--- src/rtl/ecg_beat_detector.sv ---
// ECG front-end: 4-tap moving-average filter feeding a hysteresis R-peak detector
// with a refractory window, R-R interval measurement and asystole flag.
module ecg_beat_detector #(
    parameter logic [9:0] THRESH_HI  = 10'd600,
    parameter logic [9:0] THRESH_LO  = 10'd500,
    parameter logic [7:0] REFRACTORY = 8'd50,
    parameter logic [7:0] RR_MAX     = 8'd255
) (
    input  logic       clk,
    input  logic       reset,
    input  logic       enable,
    input  logic [9:0] adc_in,
    input  logic       adc_valid,
    output logic [9:0] filt_out,
    output logic       filt_valid,
    output logic       beat_pulse,
    output logic [7:0] rr_interval,
    output logic       rr_valid,
    output logic       asystole,
    output logic [1:0] det_state
);
    typedef enum logic [1:0] {
        IDLE    = 2'd0,
        ARMED   = 2'd1,
        PEAK    = 2'd2,
        REFRACT = 2'd3
    } state_t;

    logic [9:0]  window_reg [4];
    logic [11:0] sum_reg;
    logic [11:0] sum_next;
    logic [2:0]  fill_reg;

    state_t      state_reg;
    logic [7:0]  refr_reg;
    logic [7:0]  cnt_reg;
    logic        have_prev_reg;
    logic        beat;
    logic [8:0]  cnt_inc;
    logic [7:0]  n_next;

    // Oldest sample leaves as the new one enters; empty slots hold zero during fill.
    assign sum_next = sum_reg + {2'b00, adc_in} - {2'b00, window_reg[3]};

    always_ff @(posedge clk or posedge reset) begin
        if (reset) begin
            for (int i = 0; i < 4; i++) window_reg[i] <= '0;
            sum_reg    <= '0;
            fill_reg   <= '0;
            filt_out   <= '0;
            filt_valid <= 1'b0;
        end else if (!enable) begin
            for (int i = 0; i < 4; i++) window_reg[i] <= '0;
            sum_reg    <= '0;
            fill_reg   <= '0;
            filt_out   <= '0;
            filt_valid <= 1'b0;
        end else begin
            filt_valid <= 1'b0;
            if (adc_valid) begin
                window_reg[0] <= adc_in;
                for (int i = 1; i < 4; i++) window_reg[i] <= window_reg[i-1];
                sum_reg <= sum_next;
                if (fill_reg != 3'd4) fill_reg <= fill_reg + 3'd1;
                if (fill_reg >= 3'd3) begin
                    filt_valid <= 1'b1;
                    filt_out   <= sum_next[11:2];
                end
            end
        end
    end

    assign beat      = (state_reg == ARMED) && (filt_out > THRESH_HI);
    assign cnt_inc   = {1'b0, cnt_reg} + 9'd1;
    assign n_next    = (cnt_inc >= {1'b0, RR_MAX}) ? RR_MAX : cnt_inc[7:0];
    assign det_state = state_reg;

    always_ff @(posedge clk or posedge reset) begin
        if (reset) begin
            state_reg     <= IDLE;
            refr_reg      <= '0;
            cnt_reg       <= '0;
            have_prev_reg <= 1'b0;
            beat_pulse    <= 1'b0;
            rr_interval   <= '0;
            rr_valid      <= 1'b0;
            asystole      <= 1'b0;
        end else if (!enable) begin
            // rr_interval deliberately keeps the last measured value
            state_reg     <= IDLE;
            refr_reg      <= '0;
            cnt_reg       <= '0;
            have_prev_reg <= 1'b0;
            beat_pulse    <= 1'b0;
            rr_valid      <= 1'b0;
            asystole      <= 1'b0;
        end else begin
            beat_pulse <= 1'b0;
            rr_valid   <= 1'b0;
            if (state_reg == IDLE) state_reg <= ARMED;
            if (filt_valid) begin
                case (state_reg)
                    ARMED:   if (beat) state_reg <= PEAK;
                    PEAK: begin
                        if (filt_out < THRESH_LO) begin
                            state_reg <= REFRACT;
                            refr_reg  <= REFRACTORY;
                        end
                    end
                    REFRACT: begin
                        // a count of 1 or 0 means this sample finishes the window
                        if (refr_reg <= 8'd1) begin
                            state_reg <= ARMED;
                            refr_reg  <= '0;
                        end else begin
                            refr_reg <= refr_reg - 8'd1;
                        end
                    end
                    default: ;
                endcase
                if (beat) begin
                    cnt_reg <= '0;
                    if (have_prev_reg && (n_next < RR_MAX)) begin
                        rr_interval <= n_next;
                        rr_valid    <= 1'b1;
                    end
                    have_prev_reg <= 1'b1;
                    beat_pulse    <= 1'b1;
                    asystole      <= 1'b0;
                end else begin
                    cnt_reg <= n_next;
                    if ((n_next == RR_MAX) && have_prev_reg) asystole <= 1'b1;
                end
            end
        end
    end
endmodule

--- config.mk ---
export PLATFORM = sky130hd
export DESIGN_NAME = ecg_beat_detector
export DESIGN_NICKNAME = d
export VERILOG_FILES = /design/src/rtl/ecg_beat_detector.sv
export SDC_FILE = /design/constraint.sdc
export NUM_CORES = 1
export LEC_CHECK = 0
export BUFFER_PORTS_ARGS = -buffer_cell sky130_fd_sc_hd__buf_2
export CORE_UTILIZATION = 41
export DETAILED_ROUTE_END_ITERATION = 10
export SETUP_SLACK_MARGIN = 0.02
export SLEW_MARGIN = 15
export SYNTH_ARGS = -nofsm -noshare
export SYNTH_HDL_FRONTEND = slang
export SYNTH_SLANG_ARGS = --single-unit
--- constraint.sdc ---
create_clock -name clk -period 3.6 [get_ports clk]
set_input_delay 0.36 -clock clk [delete_from_list [all_inputs] [get_ports clk]]
set_output_delay 0.36 -clock clk [all_outputs]
set_load 0.01 [all_outputs]
==> impl_metrics.tcl <==
set metrics [dict create \
    critical_path_class "reg2reg" \
    die_area_mm2 0.01358 \
    final.setup_skew_ps 7.871 \
    htreeDepth 3 \
    comb_power_share_pct 29.6 \
    timing.final.crit_share_pct 79.00 \
    drive_gt1_share_pct 13.10 \
    synthTopCellsByArea "dfrtp_1 (45%), mux2i_1 (8.7%), nor2_1 (4.9%)" \
    n_antenna_cell 0 \
    synth_top_area_cell "dfrtp_1" \
    vdd_drop_max_uv 339.8 \
    core_area_mm2 0.01272 \
    r2r_cells 8 \
    power_frac_seq_pct 38.3 \
    fin_setup_tns_ps 0 \
    std_cell_rows 41 \
    grt.overflow.total 0 \
    status "complete, no violations" \
    synthFlopType "dfrtp_1" \
    startpoint_type "flop" \
    layout_common_cells "dfrtp_1 (96), nor2_1 (70), inv_1 (57)" \
    grt_pass1_vias 3951 \
    cap_violations 0 \
    power.density_mw_per_mm2 524.3 \
    numCtsBuffers 9 \
    antenna_found_initial 0 \
    async_flop_share_pct 100.0 \
    dp.final_hpwl_um 7467 \
    boundaryPins 38 \
    final_core_util_pct 47.32 \
    fin_crit_ps 2844 \
    grt_start_max_net_pins 70 \
    wirelength_um 10550 \
    crit_arrival_ps 3080 \
    place.gp.congestion 0.8356 \
    setup_viol 0 \
    areaGrowthSynthToFinish_pct 11.91 \
    hp-class "in2async" \
    tightestPinTransition_ps 874.6 \
    finalMaxSlewViolations 0 \
    p_int_uw 2127 \
    worstPathRequired_ps 3830 \
    fmax_ghz 0.3516 \
    drt_iter0_markers 266 \
    largest_reg_flops 40 \
    cts_tree "built" \
    swShare_pct 32.61 \
    end_kind "flop" \
    cts_resized 0 \
    cts_sinks 96 \
    clockPowerShare_pct 32.1 \
    syn_inst 549 \
    slew_headroom_pct 41.70 \
    portBuffers 37 \
    ys_ff_latch 96 \
    cp_max_fo 3 \
    p_leak_uw 0.003076 \
    cts_setup_buffers 0 \
    drt-wirelength-per-cell_um 14.03 \
    synth_top_cell_area_share_pct 44.66 \
    regToRegEndpoint "filt_out[6]" \
    ys_warn_count 0 \
    hold_buffers 0 \
    grt_pass1_wl_um 18560 \
    synth.net_count 592 \
    postRouteAntennaNets 0 \
    cts.reportedPaths.clkPinSlew_ps 70 \
    pre_cts_ws_ps 597.0 \
    start_util_pct 42.28 \
    avgSynthCellArea_um2 9.798 \
    ys_types 63 \
    nets 620 \
    synth_area_mm2 0.005379 \
    dr_total_vias 3978 \
    viasPerCell 5.290 \
    drcViolationCount 0 \
    switching_power_uw 1029 \
    rsz0062_at_grt "false" \
    cts_root_buf "clkbuf_16" \
    reg2reg_from "window_reg[1]" \
    dr.pass1.iters 5 \
    clk_latency_ps 350 \
    yosysSeqAreaShare_pct 44.66 \
    cts_buffer_depth 2 \
    dieHeight_um 116.5 \
    finalHoldViolations 0 \
    n_fill_cell 1258 \
    r2r_slack_ps 760 \
    fp.dieW_um 116.5 \
    layout.cells.most_common "dfrtp_1" \
    grt_usage_pct 17.43 \
    synth_edf_count 0 \
    setup_ws_ps 756.0 \
]
-- stage by stage --
stage               total power (µW)  hold slack, ps  area, µm²  instances
global route                    3384           284.6       6020        752
floorplan                       1962           466.0       5379        549
CTS                             3198           239.6       6020        752
global placement                2140           482.0       5710        738
detailed placement              2160           489.5       5710        738
finish                          3156           187.5       6020        752
-- power by group through the flow --
stage / Clock (µW) / Combinational [µW] / Sequential, µW
6_report: 1010 / 933 / 1210
5_1_grt: 1090 / 1080 / 1220
4_1_cts: 1050 / 938 / 1210
3_5_place_dp: 0 / 931 / 1230
3_3_place_gp: 0 / 914 / 1230
2_1_floorplan: 0 / 745 / 1220
-- synth_stat cells, types with 2 or more instances --
master and n:
dfrtp_1 96, nand3_1 20, o211ai_1 4, nor3_1 11, a211o_1 2, nor2_1 70, xnor2_1 5, fa_1 10
a211oi_1 2, o2111ai_1 2, mux2i_1 47, o211a_1 5, a31oi_1 7, o21bai_1 3, nand4_1 5, and3_1 3
a21oi_1 32, mux2_2 4, a21o_1 3, nand2_1 31, xor2_1 5, and2_1 4, o31ai_1 3, inv_1 59
clkbuf_1 12, o22ai_1 2, buf_2 9, ha_1 19, o22a_1 3, a22oi_1 2, o21ai_0 23, nand2b_1 8
or3_1 5, buf_1 3, o311ai_0 2
-- worst max path at each step --
stage,depth (start not counted),start,endpoint
after detailed placement,10,adc_in[1],filt_out[6]
after floorplan,1,reset,asystole
after CTS,8,window_reg[1],filt_out[6]
after global placement,10,adc_in[1],filt_out[6]
after global routing,8,window_reg[1],filt_out[6]
final,8,window_reg[1],filt_out[6]
-- cells by family (layout without fill, tap and decap cells) --
family                   count (synthesis)  after routing  share of synthesized area (%)
adder cells (fa/ha/maj)                 29             29                          8.141
buffers and inverters                   84            115                          6.071
AO/OA/AOI/OAI                          108            108                          14.35
flip-flops                              96             96                          44.66
multiplexers                            51             51                          9.584
XOR/XNOR                                10             10                          1.628
AND/OR/NAND/NOR                        171            171                          15.56
-- metal layers --
layer | part of all wire (%) | wire (µm) | track usage (%) | vias up
li1 | - | - | - | 1946
met1 | 48 | 5112 | 22.28 | 1948
met2 | 47 | 4905 | 29.07 | 76
met3 | 4.0 | 419 | 4.930 | 8
met4 | 1.0 | 109 | 4.473 | 0
met5 | 0 | 0 | 0 | -
-- worst max-delay path, cell delays in order (launching register included) --
cell and delay, ps:
dfrtp_1 400, fa_1 500, inv_1 60, fa_1 470, a21oi_1 160, o211ai_1 170
o21ai_0 270, or4b_2 610, o311ai_0 100
-- area by class of cell --
cell class              count  area (µm²)  area share [%]
flip-flops and latches     96        2402           39.91
repair buffers             41       215.2           3.575
inverters                  60       227.7           3.783
clock inverters             4       70.07           1.164
clock buffers              10       239.0           3.970
multi-input cells         369        2650           44.02
well taps                 172       215.2           3.575
Power figures use the tool's default switching activity.
